## src/rtl/clock_pkg.sv

```systemverilog
// -----------------------------------------------------------------------------
// clock_pkg
// Shared definitions for the time-setting controller:
//   - field index constants FLD_YEAR..FLD_SECOND (also the sel_field encoding)
//   - per-field MIN/MAX range constants and lookup functions
//   - controller state encoding
//   - 48-bit packed time type laid out as {year,month,day,hour,minute,second}
// -----------------------------------------------------------------------------
package clock_pkg;

    localparam int NUM_FIELDS = 6;

    localparam logic [2:0] FLD_YEAR   = 3'd0;
    localparam logic [2:0] FLD_MONTH  = 3'd1;
    localparam logic [2:0] FLD_DAY    = 3'd2;
    localparam logic [2:0] FLD_HOUR   = 3'd3;
    localparam logic [2:0] FLD_MINUTE = 3'd4;
    localparam logic [2:0] FLD_SECOND = 3'd5;

    // Day range follows the counter's 30-day month model.
    localparam logic [7:0] YEAR_MIN   = 8'd0;
    localparam logic [7:0] YEAR_MAX   = 8'd99;
    localparam logic [7:0] MONTH_MIN  = 8'd1;
    localparam logic [7:0] MONTH_MAX  = 8'd12;
    localparam logic [7:0] DAY_MIN    = 8'd1;
    localparam logic [7:0] DAY_MAX    = 8'd30;
    localparam logic [7:0] HOUR_MIN   = 8'd0;
    localparam logic [7:0] HOUR_MAX   = 8'd23;
    localparam logic [7:0] MINUTE_MIN = 8'd0;
    localparam logic [7:0] MINUTE_MAX = 8'd59;
    localparam logic [7:0] SECOND_MIN = 8'd0;
    localparam logic [7:0] SECOND_MAX = 8'd59;

    typedef enum logic [1:0] {
        IDLE   = 2'd0,
        EDIT   = 2'd1,
        COMMIT = 2'd2
    } state_t;

    typedef struct packed {
        logic [7:0] year;
        logic [7:0] month;
        logic [7:0] day;
        logic [7:0] hour;
        logic [7:0] minute;
        logic [7:0] second;
    } time_t;

    function automatic logic [7:0] fld_min(input logic [2:0] fld);
        case (fld)
            FLD_YEAR:   return YEAR_MIN;
            FLD_MONTH:  return MONTH_MIN;
            FLD_DAY:    return DAY_MIN;
            FLD_HOUR:   return HOUR_MIN;
            FLD_MINUTE: return MINUTE_MIN;
            default:    return SECOND_MIN;
        endcase
    endfunction

    function automatic logic [7:0] fld_max(input logic [2:0] fld);
        case (fld)
            FLD_YEAR:   return YEAR_MAX;
            FLD_MONTH:  return MONTH_MAX;
            FLD_DAY:    return DAY_MAX;
            FLD_HOUR:   return HOUR_MAX;
            FLD_MINUTE: return MINUTE_MAX;
            default:    return SECOND_MAX;
        endcase
    endfunction

endpackage

```

## src/rtl/clock_set_ctrl_if.sv

```systemverilog
// -----------------------------------------------------------------------------
// clock_set_ctrl_if
// Load bus to the timekeeping counter plus the time-sync handshake.
//   load, load_*          : one-cycle parallel load strobe and values
//   sync_req, sync_time   : sync request level and {Y,M,D,h,m,s} payload
//   sync_ack, sync_err    : one-cycle acknowledge, error flag on rejection
// master = the controller, slave = counter / sync source side.
// -----------------------------------------------------------------------------
interface clock_set_ctrl_if;
    logic        load;
    logic [7:0]  load_year;
    logic [7:0]  load_month;
    logic [7:0]  load_day;
    logic [7:0]  load_hour;
    logic [7:0]  load_minute;
    logic [7:0]  load_second;
    logic        sync_req;
    logic [47:0] sync_time;
    logic        sync_ack;
    logic        sync_err;

    modport master (
        output load, load_year, load_month, load_day, load_hour, load_minute, load_second,
        output sync_ack, sync_err,
        input  sync_req, sync_time
    );

    modport slave (
        input  load, load_year, load_month, load_day, load_hour, load_minute, load_second,
        input  sync_ack, sync_err,
        output sync_req, sync_time
    );
endinterface

```

## src/rtl/field_wrap_inc.sv

```systemverilog
// -----------------------------------------------------------------------------
// field_wrap_inc
// Combinational per-field helper.
//   fld      in  3  field index (FLD_YEAR..FLD_SECOND)
//   val      in  8  current field value
//   nxt      out 8  val+1, wrapping max->min; out-of-range values go to min
//   in_range out 1  val lies within [min,max] of the field
// -----------------------------------------------------------------------------
module field_wrap_inc
    import clock_pkg::*;
(
    input  logic [2:0] fld,
    input  logic [7:0] val,
    output logic [7:0] nxt,
    output logic       in_range
);
    logic [7:0] lo;
    logic [7:0] hi;

    always_comb begin
        lo       = fld_min(fld);
        hi       = fld_max(fld);
        in_range = (val >= lo) && (val <= hi);
        nxt      = (val >= hi || val < lo) ? lo : val + 8'd1;
    end
endmodule

```

## src/rtl/clock_set_ctrl.sv

```systemverilog
// -----------------------------------------------------------------------------
// clock_set_ctrl
// Time-setting controller owning the counter's parallel load port. Arbitrates
// between the two-button edit sequence (snapshot -> step/increment fields in a
// shadow register -> one-cycle load on commit) and an external time-sync
// request, which is range-checked before it is loaded.
// Ports:
//   clk_1Hz, rst (async, active-low)
//   btn_mode, btn_inc   : debounced single-cycle button pulses
//   cur_*               : live counter values, snapshotted on edit entry
//   bus (master)        : load strobe/values and sync handshake
//   editing, sel_field  : edit status and field under edit
// Parameter EDIT_TIMEOUT: idle cycles before an edit is abandoned.
// Optional feature macro EDIT_TIMEOUT_EN: enables the edit idle timeout.
// -----------------------------------------------------------------------------
module clock_set_ctrl
    import clock_pkg::*;
#(
    parameter int EDIT_TIMEOUT = 30
) (
    input  logic             clk_1Hz,
    input  logic             rst,
    input  logic             btn_mode,
    input  logic             btn_inc,
    input  logic [7:0]       cur_year,
    input  logic [7:0]       cur_month,
    input  logic [7:0]       cur_day,
    input  logic [7:0]       cur_hour,
    input  logic [7:0]       cur_minute,
    input  logic [7:0]       cur_second,
    clock_set_ctrl_if.master bus,
    output logic             editing,
    output logic [2:0]       sel_field
);
    state_t     state_q, state_d;
    logic       load_q, load_d;
    logic       sync_ack_q, sync_ack_d;
    logic       sync_err_q, sync_err_d;
    logic       editing_q, editing_d;
    logic [2:0] sel_field_q, sel_field_d;
    logic [7:0] shadow_q [NUM_FIELDS];
    logic [7:0] shadow_d [NUM_FIELDS];
    logic [7:0] load_val_q [NUM_FIELDS];
    logic [7:0] load_val_d [NUM_FIELDS];

    logic [7:0] cur_arr  [NUM_FIELDS];
    logic [7:0] sync_arr [NUM_FIELDS];
    logic [7:0] snap_arr [NUM_FIELDS];
    logic [NUM_FIELDS-1:0] snap_ok;
    logic [NUM_FIELDS-1:0] sync_ok;
    logic [7:0] snap_nxt_unused [NUM_FIELDS];
    logic [7:0] sync_nxt_unused [NUM_FIELDS];
    logic [7:0] edit_val;
    logic [7:0] edit_nxt;
    logic       edit_rng_unused;
    time_t      sync_t;

`ifdef EDIT_TIMEOUT_EN
    localparam logic [15:0] TIMEOUT_LAST = 16'(EDIT_TIMEOUT - 1);
    logic [15:0] idle_cnt_q, idle_cnt_d;
`else
    localparam int unused_edit_timeout = EDIT_TIMEOUT;
`endif

    assign sync_t      = bus.sync_time;
    assign cur_arr[0]  = cur_year;
    assign cur_arr[1]  = cur_month;
    assign cur_arr[2]  = cur_day;
    assign cur_arr[3]  = cur_hour;
    assign cur_arr[4]  = cur_minute;
    assign cur_arr[5]  = cur_second;
    assign sync_arr[0] = sync_t.year;
    assign sync_arr[1] = sync_t.month;
    assign sync_arr[2] = sync_t.day;
    assign sync_arr[3] = sync_t.hour;
    assign sync_arr[4] = sync_t.minute;
    assign sync_arr[5] = sync_t.second;

    // One range checker per field for the snapshot clamp and the sync check.
    for (genvar i = 0; i < NUM_FIELDS; i++) begin : g_fld
        field_wrap_inc u_snap (
            .fld(3'(i)), .val(cur_arr[i]), .nxt(snap_nxt_unused[i]), .in_range(snap_ok[i])
        );
        field_wrap_inc u_sync (
            .fld(3'(i)), .val(sync_arr[i]), .nxt(sync_nxt_unused[i]), .in_range(sync_ok[i])
        );
        assign snap_arr[i] = snap_ok[i] ? cur_arr[i] : fld_min(3'(i));
    end

    always_comb begin
        edit_val = '0;
        for (int i = 0; i < NUM_FIELDS; i++) begin
            if (sel_field_q == 3'(i)) edit_val = shadow_q[i];
        end
    end

    field_wrap_inc u_edit (
        .fld(sel_field_q), .val(edit_val), .nxt(edit_nxt), .in_range(edit_rng_unused)
    );

    always_comb begin
        state_d     = state_q;
        load_d      = 1'b0;
        sync_ack_d  = 1'b0;
        sync_err_d  = 1'b0;
        editing_d   = editing_q;
        sel_field_d = sel_field_q;
        shadow_d    = shadow_q;
        load_val_d  = load_val_q;
`ifdef EDIT_TIMEOUT_EN
        idle_cnt_d  = idle_cnt_q;
`endif
        case (state_q)
            IDLE: begin
                // A request still high in the ack cycle is the one just served.
                if (bus.sync_req && !sync_ack_q) begin
                    sync_ack_d = 1'b1;
                    if (&sync_ok) begin
                        load_d     = 1'b1;
                        load_val_d = sync_arr;
                    end else begin
                        sync_err_d = 1'b1;
                    end
                end else if (btn_mode) begin
                    state_d     = EDIT;
                    editing_d   = 1'b1;
                    sel_field_d = FLD_YEAR;
                    shadow_d    = snap_arr;
`ifdef EDIT_TIMEOUT_EN
                    idle_cnt_d  = '0;
`endif
                end
            end
            EDIT: begin
                if (btn_mode) begin
                    if (sel_field_q == FLD_SECOND) begin
                        state_d     = COMMIT;
                        load_d      = 1'b1;
                        load_val_d  = shadow_q;
                        editing_d   = 1'b0;
                        sel_field_d = FLD_YEAR;
                    end else begin
                        sel_field_d = sel_field_q + 3'd1;
                    end
`ifdef EDIT_TIMEOUT_EN
                    idle_cnt_d = '0;
`endif
                end else if (btn_inc) begin
                    for (int i = 0; i < NUM_FIELDS; i++) begin
                        if (sel_field_q == 3'(i)) shadow_d[i] = edit_nxt;
                    end
`ifdef EDIT_TIMEOUT_EN
                    idle_cnt_d = '0;
`endif
                end
`ifdef EDIT_TIMEOUT_EN
                else if (idle_cnt_q >= TIMEOUT_LAST) begin
                    state_d     = IDLE;
                    editing_d   = 1'b0;
                    sel_field_d = FLD_YEAR;
                    for (int i = 0; i < NUM_FIELDS; i++) shadow_d[i] = '0;
                end else begin
                    idle_cnt_d = idle_cnt_q + 16'd1;
                end
`endif
            end
            COMMIT: begin
                state_d = IDLE;
            end
            default: begin
                state_d   = IDLE;
                editing_d = 1'b0;
            end
        endcase
    end

    always_ff @(posedge clk_1Hz or negedge rst) begin
        if (!rst) begin
            state_q     <= IDLE;
            load_q      <= 1'b0;
            sync_ack_q  <= 1'b0;
            sync_err_q  <= 1'b0;
            editing_q   <= 1'b0;
            sel_field_q <= '0;
            for (int i = 0; i < NUM_FIELDS; i++) begin
                shadow_q[i]   <= '0;
                load_val_q[i] <= '0;
            end
`ifdef EDIT_TIMEOUT_EN
            idle_cnt_q  <= '0;
`endif
        end else begin
            state_q     <= state_d;
            load_q      <= load_d;
            sync_ack_q  <= sync_ack_d;
            sync_err_q  <= sync_err_d;
            editing_q   <= editing_d;
            sel_field_q <= sel_field_d;
            shadow_q    <= shadow_d;
            load_val_q  <= load_val_d;
`ifdef EDIT_TIMEOUT_EN
            idle_cnt_q  <= idle_cnt_d;
`endif
        end
    end

    assign bus.load        = load_q;
    assign bus.sync_ack    = sync_ack_q;
    assign bus.sync_err    = sync_err_q;
    assign bus.load_year   = load_val_q[0];
    assign bus.load_month  = load_val_q[1];
    assign bus.load_day    = load_val_q[2];
    assign bus.load_hour   = load_val_q[3];
    assign bus.load_minute = load_val_q[4];
    assign bus.load_second = load_val_q[5];
    assign editing         = editing_q;
    assign sel_field       = sel_field_q;
endmodule

```

## src/flat_wrapper.sv

```systemverilog
// flat-port wrapper written by rule: the top's interface ports become plain ports
module clock_set_ctrl_flat import clock_pkg::*;
#(
    parameter int EDIT_TIMEOUT = 30
)
  (clk_1Hz, rst, btn_mode, btn_inc, cur_year, cur_month, cur_day, cur_hour, cur_minute, cur_second, editing, sel_field, bus_load, bus_load_year, bus_load_month, bus_load_day, bus_load_hour, bus_load_minute, bus_load_second, bus_sync_ack, bus_sync_err, bus_sync_req, bus_sync_time);
  clock_set_ctrl_if bus_i ();
  input  logic clk_1Hz;
  input  logic rst;
  input  logic btn_mode;
  input  logic btn_inc;
  input  logic [7:0] cur_year;
  input  logic [7:0] cur_month;
  input  logic [7:0] cur_day;
  input  logic [7:0] cur_hour;
  input  logic [7:0] cur_minute;
  input  logic [7:0] cur_second;
  output logic editing;
  output logic [2:0] sel_field;
  output wire logic [$bits(bus_i.load)-1:0] bus_load;
  output wire logic [$bits(bus_i.load_year)-1:0] bus_load_year;
  output wire logic [$bits(bus_i.load_month)-1:0] bus_load_month;
  output wire logic [$bits(bus_i.load_day)-1:0] bus_load_day;
  output wire logic [$bits(bus_i.load_hour)-1:0] bus_load_hour;
  output wire logic [$bits(bus_i.load_minute)-1:0] bus_load_minute;
  output wire logic [$bits(bus_i.load_second)-1:0] bus_load_second;
  output wire logic [$bits(bus_i.sync_ack)-1:0] bus_sync_ack;
  output wire logic [$bits(bus_i.sync_err)-1:0] bus_sync_err;
  input wire logic [$bits(bus_i.sync_req)-1:0] bus_sync_req;
  input wire logic [$bits(bus_i.sync_time)-1:0] bus_sync_time;
  assign bus_load = bus_i.load;
  assign bus_load_year = bus_i.load_year;
  assign bus_load_month = bus_i.load_month;
  assign bus_load_day = bus_i.load_day;
  assign bus_load_hour = bus_i.load_hour;
  assign bus_load_minute = bus_i.load_minute;
  assign bus_load_second = bus_i.load_second;
  assign bus_sync_ack = bus_i.sync_ack;
  assign bus_sync_err = bus_i.sync_err;
  assign bus_i.sync_req = bus_sync_req;
  assign bus_i.sync_time = bus_sync_time;
  clock_set_ctrl #(.EDIT_TIMEOUT(EDIT_TIMEOUT)) u_core (.clk_1Hz(clk_1Hz), .rst(rst), .btn_mode(btn_mode), .btn_inc(btn_inc), .cur_year(cur_year), .cur_month(cur_month), .cur_day(cur_day), .cur_hour(cur_hour), .cur_minute(cur_minute), .cur_second(cur_second), .bus(bus_i), .editing(editing), .sel_field(sel_field));
endmodule
```

## config.mk

```make
export PLATFORM = sky130hd
export DESIGN_NAME = clock_set_ctrl_flat
export DESIGN_NICKNAME = d
export VERILOG_FILES = /design/src/rtl/clock_pkg.sv /design/src/rtl/clock_set_ctrl_if.sv /design/src/rtl/field_wrap_inc.sv /design/src/rtl/clock_set_ctrl.sv /design/src/flat_wrapper.sv
export SDC_FILE = /design/constraint.sdc
export NUM_CORES = 1
export LEC_CHECK = 0
export BUFFER_PORTS_ARGS = -buffer_cell sky130_fd_sc_hd__buf_2
export CAP_MARGIN = 10
export CORE_MARGIN = 2
export CORE_UTILIZATION = 48
export DETAILED_ROUTE_END_ITERATION = 6
export PLACE_DENSITY = 0.76
export SLEW_MARGIN = 20
export SYNTH_ARGS = -nofsm -noshare
export SYNTH_HDL_FRONTEND = slang
export SYNTH_SLANG_ARGS = --single-unit
```

## constraint.sdc

```tcl
create_clock -name clk_1Hz -period 4.1 [get_ports clk_1Hz]
set_clock_uncertainty 0.15 [all_clocks]
set_input_delay 0.41 -clock clk_1Hz [delete_from_list [all_inputs] [get_ports clk_1Hz]]
set_output_delay 0.41 -clock clk_1Hz [all_outputs]
set_load 0.01 [all_outputs]
```

# After elaboration in Yosys (flattened, before gate mapping)

Index checks and enable logic that the tools add are counted.

Word-level logic and storage cells: 153
Bits in registers: 105
Output and inout bits: 55
Input port bits: 101

Muxes and demuxes: 56
$add $sub $neg: 2
$lt $le $gt $ge: 26
Eq/ne operators: 20
Bitwise operators: 1
Reductions and logical operators: 30

Operators with widths:

| cell                                                                     | count |
|---|---|
| 48-bit two-way mux                                                       | 8 |
| 48-bit one-hot mux with 2 select lines                                   | 2 |
| 8-bit two-way mux                                                        | 19 |
| 8-bit by 1-bit >= comparator with 1-bit output (second input constant)   | 12 |
| 6-bit AND reduction                                                      | 7 |
| 8-bit by 5-bit <= comparator with 1-bit output (second input constant)   | 4 |
| 8-bit by 6-bit <= comparator with 1-bit output (second input constant)   | 4 |
| 7-bit one-hot mux with 4 select lines                                    | 1 |
| 8-bit by 4-bit <= comparator with 1-bit output (second input constant)   | 2 |
| 8-bit by 7-bit <= comparator with 1-bit output (second input constant)   | 2 |
| 2-bit by 1-bit inequality test with 1-bit output (second input constant) | 8 |
| 1-bit two-way mux                                                        | 14 |
| 1-bit logical AND                                                        | 13 |
| 3-bit two-way mux                                                        | 4 |
| 2-bit inequality test (second input constant)                            | 5 |
| 5-bit AND reduction                                                      | 2 |
| 8-bit by 1-bit adder with 8-bit output (second input constant)           | 1 |
| 8-bit >= comparator                                                      | 1 |
| 8-bit < comparator                                                       | 1 |
| 2-bit two-way mux                                                        | 4 |
| 4-bit AND reduction                                                      | 2 |
| 3-bit by 2-bit == test with 1-bit output (second input constant)         | 2 |
| 3-bit == test (second input constant)                                    | 2 |
| 3-bit one-hot mux with 2 select lines                                    | 1 |
| other kinds (14)                                                         | 14 |

# Longest topological paths before layout

Gate-level depths: netlist of the first run.

Depth after elaboration: 14
Mapped depth: 19
Mapped depth without buffers: 15

# By module

From an unflattened synthesis of the first run, not the netlist that was laid out.

Cell total of the unflattened synthesis: 1350
Area total of the unflattened synthesis: 11101.9 um2

Modules (own cells, without submodules):

| module                                       | seq. area each (um2) | cells an instance | area each (um2) | times used |
|---|---|---|---|---|
| clock_set_ctrl                               | 2627.5               | 603               | 5521.5          | 1 |
| field_wrap_inc at u_core.g_fld[0].u_snap ... | 0.0                  | 57                | 434.2           | 10 |
| field_wrap_inc at u_core.g_fld[3].u_snap ... | 0.0                  | 59                | 401.6           | 2 |
| field_wrap_inc at u_core.g_fld[3].u_sync     | 0.0                  | 59                | 435.4           | 1 |

# Worst setup path before layout of the first run

No wires, ideal clock.

Path type: register -> register
Start point: reg u_core.sel_field_q[1], in the netlist u_core.sel_field[1]
End point: reg u_core.shadow_q[38] in the netlist's numbering
Path slack: -0.064 ns
Arrival: 3.950 ns
Path buffers: 4
Period minus slack after synthesis: 4.164 ns
Stages on the path, launching flop included: 20
Library setup time: 0.064 ns
Required time: 3.886 ns
Cell sequence: dfrtp_1 -> buf_6 -> buf_2 -> buf_4 -> and2_1 -> ha_1 -> or2_1 -> buf_2 -> o311a_1 -> a221oi_2 -> nor2_1 -> inv_1 -> ha_1 -> nand2b_1 -> a21oi_1 -> o21ai_0 -> a2111oi_4 -> o31a_4 -> and3b_4 -> mux2_4

Cells in the longest elaborated chain, start to end: 14
Elaborated cells between the ends (all ways): 26
Classes of those cells: add/sub (1); order compare (2); eq/ne (6); mux (13); reduce/logical (4)

RTL lines:

| what                                                             | line                                  | RTL |
|---|---|---|
| start, declared                                                  | clock_set_ctrl.sv:40                  | `logic [2:0] sel_field_q, sel_field_d;` |
| start signal, assigned                                           | clock_set_ctrl.sv:198                 | `sel_field_q <= sel_field_d;` |
| 3-bit logical NOT                                                | clock_pkg.sv:61, clock_set_ctrl.sv:93 |  |
| 8-bit two-way mux (6 in a row)                                   | clock_set_ctrl.sv:93                  | `if (sel_field_q == 3'(i)) edit_val = shadow_q[i];` |
| 8-bit >= comparator / 8-bit < comparator (equally long branches) | field_wrap_inc.sv:24                  | `nxt = (val >= hi \|\| val < lo) ? lo : val + 8'd1;` |
| 1-bit logical OR                                                 | field_wrap_inc.sv:24                  |  |
| 8-bit two-way mux                                                | field_wrap_inc.sv:24                  |  |
| 8-bit two-way mux                                                | clock_set_ctrl.sv:150                 | `if (sel_field_q == 3'(i)) shadow_d[i] = edit_nxt;` |
| 48-bit two-way mux                                               | clock_set_ctrl.sv:148                 | `end else if (btn_inc) begin` |
| 48-bit two-way mux                                               | clock_set_ctrl.sv:135                 | `if (btn_mode) begin` |
| 48-bit one-hot mux with 2 select lines                           | clock_set_ctrl.sv:113                 | `case (state_q)` |
| end signal, assigned                                             | clock_set_ctrl.sv:199                 | `shadow_q <= shadow_d;` |
| end, declared                                                    | clock_set_ctrl.sv:41                  | `logic [7:0] shadow_q [NUM_FIELDS];` |

Parallel ways exist; a longest one is shown, timed or not. The select of a mux whose other input is x is not followed.
A chain may end at the register's enable or synchronous reset.

# Worst setup path after layout of the first run

Start point: reg u_core.sel_field_q[0], in the netlist u_core.sel_field[0]
End point: reg u_core.shadow_q[20] in the netlist's numbering

The elaborated chain is that of the path after synthesis.

==> results.md, run 1 <==
Setup path:
- The critical-path maximum fanout is 9.
- Broken down by cell family, the worst path's largest delay share belongs to compound AO/OA/AOI/OAI gates.
- The cell with the largest stage delay on the worst path is a2111oi_4.
- The kind of end point of the critical path is a flip-flop.
- The depth of the worst register-to-register path is 15.
- For the worst setup path, the data required time is between 4 and 5 ns.
- The most common cell type on the critical path is a21oi_1.
- The number of buffers and inverters on the critical path is 1.
- Counting buffers and inverters, the worst setup path is 15 cells deep.
- Data arrives at the worst endpoint at 3.98 ns.
- The kind of start point of the critical path is a flip-flop.
- The critical path start-end classification is flip-flop to flip-flop.
- In this run the register-to-register setup slack is roughly 0.24 ns.
- In this design, the stage delay of the slowest critical-path cell is between 0.4 and 0.5 ns.
- The signal on the critical path passes through and2_1, ha_2, or2_4, o311a_1, a221oi_2, nor2_2, inv_1, ha_1, nand2b_1, a21oi_1, o21ai_1, a2111oi_4, a21boi_4, a21oi_1, a21oi_1.

Outcome:
- The run finished, with violations left.
- The checks that failed: negative hold slack.

Floorplanning:
- The standard-cell row count is 39.
- The number of primary I/O pins is roughly 160.
- The core box area is between 10000 and 15000 um^2.
- From bottom edge to top edge, the die measures roughly 110 um.
- For this configuration, the core starts out at a cell density of 0.497.
- From left edge to right edge, the die measures 113 um.
- The area enclosed by the die boundary is between 10000 and 15000 um^2.

Global routing:
- For this run, the total global-route usage over all layers was measured as 0.293.
- Entering global routing, the biggest net connects 83 pins.
- The first global-routing pass estimated 29.3 mm of wire.
- The via count of the first global-routing pass is between 5000 and 6000.
- The initial antenna violation count came to 0.
- Summed over all layers, the global routing overflow is 0.

Clocking:
- The clock tree from TritonCTS is built.
- Buffers inserted during clock tree synthesis total 9.
- After clock tree synthesis, the clock-pin slew on the worst setup and hold paths is 0.07 ns.
- The maximum root-to-sink buffer count is 2.
- CTS built an H-tree with a depth of 3.
- After clock tree synthesis, the setup repair step added 0 buffers.
- Hold repair after CTS inserted 0 buffers.
- The library cell used as clock root buffer is clkbuf_16.
- The insertion delay of the later-clocked pin in the worst-skew pair is between 0.3 and 0.4 ns.
- The clock net in this run drives a total of ~110 sinks.

Logic synthesis:
- The count of cell types in the netlist is between 60 and 70.
- After synthesis, the mean cell area works out to between 8 and 9 um^2.
- The cell accounting for the most synthesized area is dfrtp_1.
- In the post-synthesis netlist, the biggest area contributors are dfrtp_1, nand2_1, a31oi_1.
- In this run, synthesis inferred 0 flip-flops with an integrated enable.
- After synthesis, the most frequently instantiated cells are nand2_1, dfrtp_1, nor2_1, a31oi_1, clkbuf_1.
- After synthesis the netlist holds a flip-flop and latch count of 105.
- Counting flops with an async set or reset pin after synthesis yields a share of 1.00.
- The commonest register cell after synthesis is dfrtp_1.
- The cell with the most instances after synthesis is nand2_1.
- Yosys printed 0 warnings.
- The synthesized netlist occupies a cell area of around 5700 um^2.
- The area share of the leading cell type in the synthesized netlist is 0.457.
- Counting every net in the synthesized netlist gives slightly below 800.
- The instance count of the mapped netlist is ~670.
- The sequential-to-total area share from yosys stat is 0.457.

Run:
- The max-capacitance violation count is 0.

Pwr:
- The worst-case vdd ir drop is 460 uV.
- For this design the ratio of total power to cell area is ~940 nW/um^2.
- The cell leakage power is roughly 3.3 nW.

Place:
- The HPWL after detailed placement is around 14 mm.
- The count of buffers from port buffering is 155.
- Routability-driven placement finished with a final weighted congestion of just over 0.9.
- OpenSTA, run right after detailed placement, puts the worst setup slack at approximately 0.016 ns.
- After detailed placement, the design holds a cell count of 950.

Finish:
- Of the cells placed in the final design, the portion with a size suffix greater than 1 is 0.271.
- After the last flow step, the layout net total stands at roughly 930.
- The number of antenna diodes in the final layout is 0.
- The filler cells instantiated in the layout total about 1000.
- In the final layout, flip-flops and latches occupy roughly 2600 um^2.
- Once layout is complete, the cells apart from fillers number 963.
- Summing all multi-input logic gate instances after layout gives 2940 um^2.
- The final core utilization is 0.610.
- Compared with the post-synthesis result, the final layout area differs by 22.8%.

Timing:
- The worst setup slack after layout is around 0.24 ns.
- The final worst hold slack is -0.0298 ns.
- The clock period minus final worst setup slack is around 3.9 ns.
- The number of pins with negative max-slew slack in the final report is 0.
- The hold violation total from the final report is 59.
- Setup repair after global routing left no endpoint under its margin.
- Headroom to the max-slew limit came out at 0.380.
- The total of endpoints with negative setup slack in the final report is 0.
- The timing-limited maximum frequency is 259 MHz.
- For the pin with the worst max-slew slack, the measured transition is 0.918 ns.
- In the finished design, the share of the clock period the worst path needs comes to 0.942.
- The post-route setup TNS is 0 ns.

Drt:
- After detailed routing, the number of remaining DRC violations is 0.
- The iteration-0 DRC count of the detailed router is approximately 630.
- The vias per cell is ~6.0.
- After detailed routing, the total wire length is between 15 and 20 mm.
- Dividing the detail-routed wire length by the instance count gives 19.6 um.
- The final route contains 5766 vias.
- The number of optimization iterations in the first detailed-route pass is 5.
- Once detail routing completed, the nets flagged for antenna violations numbered 0.

Min path:
- The tightest min-delay check is of the primary input to asynchronous set/reset pin type.
## where the power goes
| part | internal (mW) | switching [mW] | leakage (nW) |
|---|---|---|---|
| logic | 1.49 | 2.31 | 1.84 |
| registers | 1.53 | 0.454 | 1.28 |
| clock network | 0.500 | 0.381 | 0.144 |
## worst register-to-register path: cells and delay by family, from the launching register on
family	cells	cell delay, ns
flip-flops	1	0.37
adder cells (fa/ha/maj)	2	0.45
AND/OR/NAND/NOR	4	0.70
AO/OA/AOI/OAI	8	2.03
buffers and inverters	1	0.08
## placed cells by master, fill, tap and decap left out, types with 3 or more instances in the layout
| cell type | count |
|---|---|
| nand3b_1 | 5 |
| clkbuf_16 | 9 |
| and3_1 | 3 |
| ha_1 | 8 |
| dfrtp_1 | 105 |
| and4_1 | 4 |
| or4_1 | 4 |
| o21ai_0 | 11 |
| buf_4 | 22 |
| nand2b_1 | 17 |
| a211oi_1 | 5 |
| nand2_1 | 139 |
| nand4_1 | 7 |
| nor4_1 | 8 |
| nor2_1 | 100 |
| buf_2 | 154 |
| a21oi_1 | 21 |
| o21bai_1 | 3 |
| nor3_1 | 8 |
| a21o_1 | 5 |
| a31oi_1 | 79 |
| mux2_2 | 6 |
| inv_1 | 13 |
| o22a_1 | 4 |
| o21ai_1 | 3 |
| nand3_1 | 4 |
| o221ai_2 | 3 |
| mux2i_1 | 6 |
| mux2_4 | 5 |
| o311a_1 | 3 |
## state kept, by name, summed over array words and instances (netlist names), 2 cells and up
name and cells:
u_core.bus.load_minute 8, u_core.state_q 2, u_core.sel_field 3, u_core.bus.load_month 8, u_core.bus.load_second 8, u_core.shadow_q 48, u_core.bus.load_hour 8, u_core.bus.load_day 8
u_core.bus.load_year 8
## per-stage QoR
stage          total power, mW  area, um^2
6_report                  6.66        7060
5_1_grt                   7.12        7060
4_1_cts                   6.58        7050
3_5_place_dp              5.67        6750
3_3_place_gp              5.59        6750
2_1_floorplan             4.37        5750
## layer usage
metal	wire, um	vias up	GRT usage
li1	-	2691	-
met1	8220	2784	0.409
met3	1420	27	0.0510
met4	426	0	0.101
met2	8770	264	0.464
met5	0	-	0
## cells by family after synthesis
group	share of synthesized area
flip-flops	0.457
adder cells (fa/ha/maj)	0.0196
buffers and inverters	0.0383
AO/OA/AOI/OAI	0.197
AND/OR/NAND/NOR	0.251
multiplexers	0.0353
XOR/XNOR	0.00152
## worst paths after layout
kind / start / to
max: u_core.sel_field[0] / u_core.shadow_q[20]
min: rst / u_core.bus.load
max reg2reg: u_core.sel_field[0] / u_core.shadow_q[20]
min reg2reg: u_core.bus.load_hour[5] / u_core.bus.load_hour[5]
max in group asynchronous: rst / u_core.shadow_q[9]
min in group clk_1Hz: bus_sync_time[8] / u_core.bus.load_minute[0]
## timing repair
action,in CTS,in global routing
pin swaps,0,1
gates resized for setup,1,3
setup endpoints to repair,1,45
## area by class of cell
cell class                      instances  share of cell area
Clock buffer                           11              0.0358
Clock inverter                          2             0.00550
Inverter                               13             0.00691
Multi-Input combinational cell        511               0.417
Sequential cell                       105               0.372
Tap cell                              143              0.0254
Timing Repair Buffer                  178               0.137
(Power assumes the default switching activity.)
==> inputs of run 2 (changes only) <==
--- a/config.mk
+++ b/config.mk
@@ -10,7 +10,7 @@
 export CORE_MARGIN = 2
 export CORE_UTILIZATION = 48
 export DETAILED_ROUTE_END_ITERATION = 6
-export PLACE_DENSITY = 0.76
+export PLACE_DENSITY = 0.8
 export SLEW_MARGIN = 20
 export SYNTH_ARGS = -nofsm -noshare
 export SYNTH_HDL_FRONTEND = slang
==> results.md, run 2 (synthesis gave the netlist of run 1 again) <==
Place:
- The number of placed instances, taps included is around 950.
- Buffers placed on the I/O ports in this run total 155.
- Detailed placement ended at an HPWL of roughly 13 mm.
- The congestion estimate from routability-driven global placement came to 0.995.

Timing:
- The clock period could shrink to approximately 3.8 ns.
- Setup repair after global routing left no endpoint under its margin.
- The timing-limited maximum frequency is 263 MHz.
- Setup total negative slack on the finished layout was measured at 0 ns.
- The hold violation total from the final report is 0.
- The worst slew slack as a fraction of its limit is 0.237.
- The total of endpoints with negative setup slack in the final report is 0.
- The slew at the pin closest to its max-slew limit is around 1.1 ns.
- The number of pins with negative max-slew slack in the final report is 0.
- The final worst-path cycle share is 0.929.
- The final worst hold slack is 0.150 ns.

Drt:
- After the first detailed-routing iteration, the DRC count stood at 574.
- Dividing the detail-routed wire length by the instance count gives approximately 19 um.
- The remaining antenna violation count is 0.
- The vias per cell is 6.04.
- Wires add up to around 18 mm.
- The via total after detailed routing is 5839.
- The number of optimization iterations in the first detailed-route pass is 5.
- After detailed routing, the number of remaining DRC violations is 0.

Setup path:
- The worst register-to-register path has a depth of 13.
- STA puts the critical path data arrival time at 3.95 ns.
- STA classifies the critical path startpoint as a flip-flop.
- The kind of end point of the critical path is a flip-flop.
- In this design, the stage delay of the slowest critical-path cell is roughly 0.45 ns.
- Walking the worst path, the cells encountered are and2_1, ha_2, or3b_4, o311a_1, a221oi_2, nor2_1, ha_1, a21oi_1, o21ai_1, a2111oi_4, o31a_4, and3b_4, mux2_4.
- The critical path required time is about 4.2 ns.
- The critical path start-end classification is flip-flop to flip-flop.
- In this run the critical register-to-register path is launched from u_core.sel_field[0].
- The reg2reg setup slack is around 0.29 ns.
- The endpoint of the worst-slack reg-to-reg timing path is u_core.shadow_q[30].
- The cell with the largest stage delay on the worst path is a2111oi_4.
- The critical-path maximum fanout is 7.

Finish:
- The area taken by multi-input logic gates is 2950 um^2.
- The number of fill cells in the layout is around 970.
- Compared with the post-synthesis result, the final layout area differs by 23.6%.
- The layout net count is 929.
- The most frequent standard cell in the layout excluding fill and tap cells is buf_2.
- The top register by number of flip-flops is u_core.shadow_q.
- The sequential cells in the finished layout cover a total of between 2000 and 3000 um^2.
- The number of inserted diodes is 0.
- The proportion of layout cells with a drive suffix above 1 is 0.273.
- Once layout is complete, the utilization of the core stands at 0.614.
- Leaving out filler cells and counting taps, the final layout contains just under 1000.
- In the layout the commonest cells are buf_2, nand2_1, dfrtp_1.
- The flip-flop count of the largest register, all copies and words added is 48.

Global routing:
- The pin count of the biggest net entering global routing is 52.
- The global-route congestion overflow total is 0.
- The total global-route track usage is 0.277.
- The initial antenna violation count is 0.
- The first global-routing pass estimated 27.9 mm of wire.
- The via count of the first global-routing pass came to 5484.

Clocking:
- The tree is rooted in a clkbuf_16.
- The total number of H-tree levels is 3.
- Buffers inserted during clock tree synthesis total 9.
- The longest clock path from root to sink contains 2 buffers.
- Clock tree synthesis found a total of between 100 and 150 sinks.
- The insertion delay of the later-clocked pin in the worst-skew pair is between 0.3 and 0.4 ns.
- The clock slew at the register clock pins of the worst setup and hold paths is about 0.07 ns.
- TritonCTS built the clock tree.

Floorplanning:
- The initial utilization of the core area, before any placement, comes to 0.497.
- In this run the count of I/O pins placed on the die edge is 156.
- The standard-cell row count is 39.
- The vertical die dimension is ~110 um.
- In this run the horizontal extent of the chip is between 100 and 150 um.
- The core box area is 11600 um^2.
- The area enclosed by the die boundary is about 13000 um^2.

Min path:
- The path class of the tightest hold or removal check is primary input to flip-flop.
- The worst hold path begins at bus_sync_time[9].
- The worst hold endpoint is u_core.bus.load_minute[1].
- The number of cells on the worst hold path is 3.

Pwr:
- The sequential power share is 0.290.
- Summed over all cells, the static leakage comes to approximately 3.3 nW.
- The worst-case vdd ir drop is between 400 and 500 uV.
- The switching portion of total power is 0.466.
- Of the total power, the clock network draws 0.137.
- In this run the power density over the cells is between 900 and 1000 nW/um^2.
- Of the total power, combinational logic draws 0.573.
- Summed over all nets, the switching power comes to between 3 and 4 mW.
- The internal power of the cells is 3.60 mW.

Run:
- The max-capacitance violation count is 0.

Outcome:
- The run finished with clean final reports.
run 2: cell count changes in the layout (fill, tap and decap cells not counted):
| cell | before | now |
|---|---|---|
| or2_4 | 1 | 0 |
| or2_1 | 0 | 1 |
| o21ai_2 | 0 | 1 |
| buf_6 | 1 | 0 |
| o21ai_1 | 3 | 2 |
| dlygate4sd3_1 | 0 | 1 |
| clkinvlp_4 | 0 | 1 |
| clkbuf_8 | 2 | 3 |
| nand2b_1 | 17 | 16 |
| buf_12 | 1 | 2 |
| nand2b_2 | 1 | 2 |
run 2: power by group through the flow:
stage	combinational (mW)	clock [mW]	sequential, mW
after floorplan	2.44	0	1.93
after global placement	3.57	0	1.94
after detailed placement	3.64	0	1.95
after CTS	3.67	0.916	1.93
after global routing	4.23	0.957	2.00
final	3.86	0.921	1.96
run 2: area by class of cell:
cell class              count  area share
multi-input cells         511       0.415
flip-flops and latches    105       0.370
repair buffers            179       0.139
clock buffers              12      0.0375
well taps                 143      0.0252
inverters                  13     0.00687
clock inverters             3     0.00652
run 2: routing by layer:
| layer | vias up | wire [um] | track usage |
|---|---|---|---|
| met2 | 310 | 8330 | 0.441 |
| met3 | 47 | 1440 | 0.0563 |
| met5 | - | 0 | 0 |
| met1 | 2789 | 7650 | 0.380 |
| met4 | 0 | 457 | 0.0992 |
| li1 | 2693 | - | - |
run 2: critical path, delay by kind of cell, from the launching register on:
kind / cells / cell delay, ns
and+or+nand+nor: 4 / 1.00
DFF: 1 / 0.39
muxes: 1 / 0.15
AOI/OAI and AO/OA: 6 / 1.56
adders and majority gates: 2 / 0.50
run 2: worst max path at each step:
stage | start | end | slack (ns) | cells after the start
after CTS | u_core.sel_field[0] | u_core.shadow_q[44] | 0.21 | 15
final | u_core.sel_field[0] | u_core.shadow_q[30] | 0.29 | 13
after floorplan | u_core.sel_field[1] | u_core.shadow_q[38] | 0.002 | 19
after global placement | u_core.sel_field[0] | u_core.shadow_q[20] | 0.36 | 15
after global routing | u_core.sel_field[0] | u_core.shadow_q[25] | 0.002 | 15
after detailed placement | u_core.sel_field[0] | u_core.shadow_q[20] | 0.28 | 15
run 2: per-stage QoR:
| step | cell area [um^2] | worst slack (ns) | power (mW) |
|---|---|---|---|
| finish | 7100 | 0.292 | 6.74 |
| global route | 7100 | 0.00153 | 7.19 |
| CTS | 7060 | 0.207 | 6.52 |
| detailed placement | 6740 | 0.279 | 5.59 |
| global placement | 6740 | 0.358 | 5.51 |
| floorplan | 5750 | 0.00235 | 4.37 |
run 2: what timing repair did:
| action | CTS | global route |
|---|---|---|
| buffers inserted | 0 | 1 |
| hold endpoints to repair | 47 | 0 |
| endpoints found under the setup margin | 0 | 19 |
| hold buffers | 1 | 0 |
| gates resized for setup | 0 | 5 |
==> inputs of run 3 (changes only) <==
--- a/config.mk
+++ b/config.mk
@@ -7,10 +7,12 @@
 export LEC_CHECK = 0
 export BUFFER_PORTS_ARGS = -buffer_cell sky130_fd_sc_hd__buf_2
 export CAP_MARGIN = 10
+export CORE_ASPECT_RATIO = 0.8
 export CORE_MARGIN = 2
-export CORE_UTILIZATION = 48
+export CORE_UTILIZATION = 49
+export CTS_BUF_LIST = sky130_fd_sc_hd__clkbuf_8
 export DETAILED_ROUTE_END_ITERATION = 6
-export PLACE_DENSITY = 0.8
+export PLACE_DENSITY = 0.81
 export SLEW_MARGIN = 20
 export SYNTH_ARGS = -nofsm -noshare
 export SYNTH_HDL_FRONTEND = slang
==> constraint.sdc (replaced) <==
create_clock -name clk_1Hz -period 3.5 [get_ports clk_1Hz]
set_clock_uncertainty 0.15 [all_clocks]
set_input_delay 0.35 -clock clk_1Hz [delete_from_list [all_inputs] [get_ports clk_1Hz]]
set_output_delay 0.35 -clock clk_1Hz [all_outputs]
set_load 0.01 [all_outputs]
==> results.md, run 3 (synthesis gave the netlist of run 1 again) <==
Setup path:
- The reg2reg setup slack is -0.09 ns.
- In this run the worst path has a maximum fanout of 5.
- The kind of end point of the critical path is a flip-flop.
- The critical path required time is 3.68 ns.
- In this run the critical register-to-register path is launched from u_core.sel_field[0].
- Tracing the worst setup path back leads to its startpoint at u_core.sel_field[0].
- The worst register-to-register path ends at u_core.shadow_q[7].
- For the worst setup path, the data arrival time is approximately 3.8 ns.
- The critical path start-end classification is flip-flop to flip-flop.
- The depth of the worst register-to-register path is 14.
- The kind of start point of the critical path is a flip-flop.

Drt:
- The number of optimization iterations in the first detailed-route pass is 5.
- The vias per cell is roughly 5.8.
- The met1 wire length is around 8 mm.
- The remaining antenna violation count is 0.
- For this block, the routed nets add up to roughly 18 mm of wire.
- The first routing iteration left 559 violations.
- Detailed routing placed a total of ~1.6 mm of wire on met3.
- The mean routed wirelength per cell is between 15 and 20 um.
- The via total after detailed routing is just under 6000.
- For this run, design rule violations remaining after detail routing come to 0.
- The highest metal layer carrying signal wires in the routed design is met4.
- Summed over all nets, wire length on met2 after detailed routing comes to 7.98 mm.

Pwr:
- The internal power of the cells is about 4.5 mW.
- The power per cell area is between 1000 and 1500 nW/um^2.
- The switching portion of total power is 0.470.
- The completed layout was analyzed and its total power is about 8.5 mW.
- The part of the power in combinational logic is 0.648.
- Of the total power, registers draw 0.267.
- The net switching component of the power is 4.01 mW.
- The share of total power dissipated in the clock network is 0.085.
- The cell leakage power is ~3.4 nW.
- VDD sags by at most 774 uV.

Global routing:
- Across every metal layer, demand over resource in global routing totals 0.291.
- The global-route wire length before repair is around 29 mm.
- Entering global routing, the biggest net connects 58 pins.
- The initial antenna violation count was 0.
- After global routing the overflow that remains totals 0.
- The via count of the first global-routing pass was 5298.

Min path:
- The tightest min-delay check is of the primary input to flip-flop type.
- In this run the most critical hold path is launched from bus_sync_time[8].
- Along the worst hold path, the cell count comes to 3.
- For hold timing, the worst endpoint is u_core.bus.load_minute[0].

Floorplanning:
- The vertical die dimension is 101 um.
- In this run the horizontal extent of the chip is ~130 um.
- The floorplan has 35 rows.
- ~160 I/O pins were placed.
- The initial core utilization is 0.501.
- After floorplanning, the core was sized to cover approximately 11000 um^2.
- The area enclosed by the die boundary is ~13000 um^2.

Outcome:
- The final reports fail on negative setup slack.
- The run finished, with violations left.

Finish:
- The layout net count is just under 1000.
- Leaving out fill and tap cells, the most frequent cell in the layout is buf_2.
- In the layout the commonest cells are buf_2, nand2_1, dfrtp_1.
- The number of fill cells in the layout is around 1000.
- The top register by number of flip-flops is u_core.shadow_q.
- The flip-flop count of the largest register, all copies and words added is 48.
- The number of inserted diodes is 0.
- The area growth from synthesis to layout is 27.4%.
- Of the cells placed in the final design, the portion with a size suffix greater than 1 is 0.312.

Clocking:
- The H-tree was split into 3 levels.
- The maximum root-to-sink buffer count is 2.
- TritonCTS built the clock tree.
- The clock slew at the register clock pins of the worst setup and hold paths is ~0.10 ns.
- In this run the clock root is driven by a clkbuf_8.
- The tree built by TritonCTS fans out to ~110 sinks.
- The TritonCTS buffer count is 9.
- The insertion delay of the later-clocked pin in the worst-skew pair is ~0.38 ns.

Timing:
- Setup repair after global routing could not meet its margin everywhere.
- Headroom to the max-slew limit came out at 0.427.
- The number of pins with negative max-slew slack in the final report came to 0.
- The hold violation total from the final report was 0.
- The total of endpoints with negative setup slack in the final report is 27.
- At the pin with the least slew margin, the transition time is ~0.85 ns.
- Of the available clock period, the critical path in the final layout requires 1.03.
- Based on the critical path, the design can be clocked at up to about 280 MHz.
- The routed design could run at a clock period as short as ~3.6 ns.
- In the post-route analysis, the smallest setup slack over all paths is -0.0917 ns.

Run:
- The max-capacitance violation count is 0.

Place:
- After legalization and detailed placement, the total HPWL measured ~14 mm.
- The post-placement setup slack is -0.114 ns.
- At the end of routability-driven placement, the weighted congestion stood at roughly 0.95.
- The count of buffers from port buffering is about 160.
==> run 3: cell types whose count changed in the layout (fill, tap and decap cells not counted), sizes merged <==
cell      previous run  this run
buf                178       211
clkbuf              12        10
clkinv               0         2
bufinv               1         0
clkinvlp             1         2
inv                 14        15
==> run 3: worst max-delay path by stage <==
stage,cells past startpoint,slack [ns],end
after floorplan,19,-0.40,u_core.shadow_q[38]
after global placement,13,-0.05,u_core.shadow_q[17]
after detailed placement,13,-0.11,u_core.shadow_q[17]
after CTS,14,-0.02,u_core.shadow_q[7]
after global routing,14,-0.25,u_core.shadow_q[41]
final,14,-0.09,u_core.shadow_q[7]
==> run 3: routing by layer <==
metal,global-route usage,vias up
met5,0,-
met4,0.0658,0
met3,0.0653,20
met2,0.439,270
met1,0.432,2735
li1,-,2763
==> run 3: worst max-delay path, cell delays in order, from the launching register on <==
cell and delay (ns):
dfrtp_2 0.42, and2_4 0.15, ha_4 0.16, or3b_4 0.37
o311a_1 0.31, a221oi_2 0.30, nor2_1 0.11, ha_1 0.29
a21oi_2 0.14, o21ai_2 0.09, a2111oi_4 0.36, o31a_4 0.27
buf_6 0.11, and2b_4 0.17, mux2_4 0.14
==> run 3: area by class of cell <==
cell class	instances	area, um^2	share of cell area
sequential	105	2630	0.359
clock inverter	6	48.8	0.00667
tap	148	185	0.0253
inverter	13	48.8	0.00667
clock buffer	10	138	0.0188
timing repair buffer	212	1240	0.170
multi-input combinational	511	3030	0.413
==> run 3: repair_timing <==
action                                 CTS  global route
endpoints found under the hold margin   48             0
resized for setup                        7             7
hold buffers                             1             0
setup endpoints to repair               34            48
pin swaps                                8             5
buffers inserted                         3             3
==> run 3: power groups by stage <==
stage               Combinational (mW)  Clock (mW)  Sequential [mW]
floorplan                         3.02           0             2.27
global placement                  4.92           0             2.27
detailed placement                5.01           0             2.28
CTS                               5.17       0.740             2.26
global route                      6.01       0.790             2.34
finish                            5.53       0.726             2.28
==> run 3: per-stage QoR <==
stage	utilization	instances	cell area, um^2	hold slack [ns]	TNS, ns
floorplan	-	669	5820	-0.0956	-14.55
global placement	0.612	982	7020	0.259	-0.486
detailed placement	0.612	982	7020	0.268	-2.41
CTS	0.633	1002	7260	0.0521	-0.0876
global route	0.638	1005	7320	0.0458	-8.35
finish	0.638	1005	7320	0.0620	-1.43
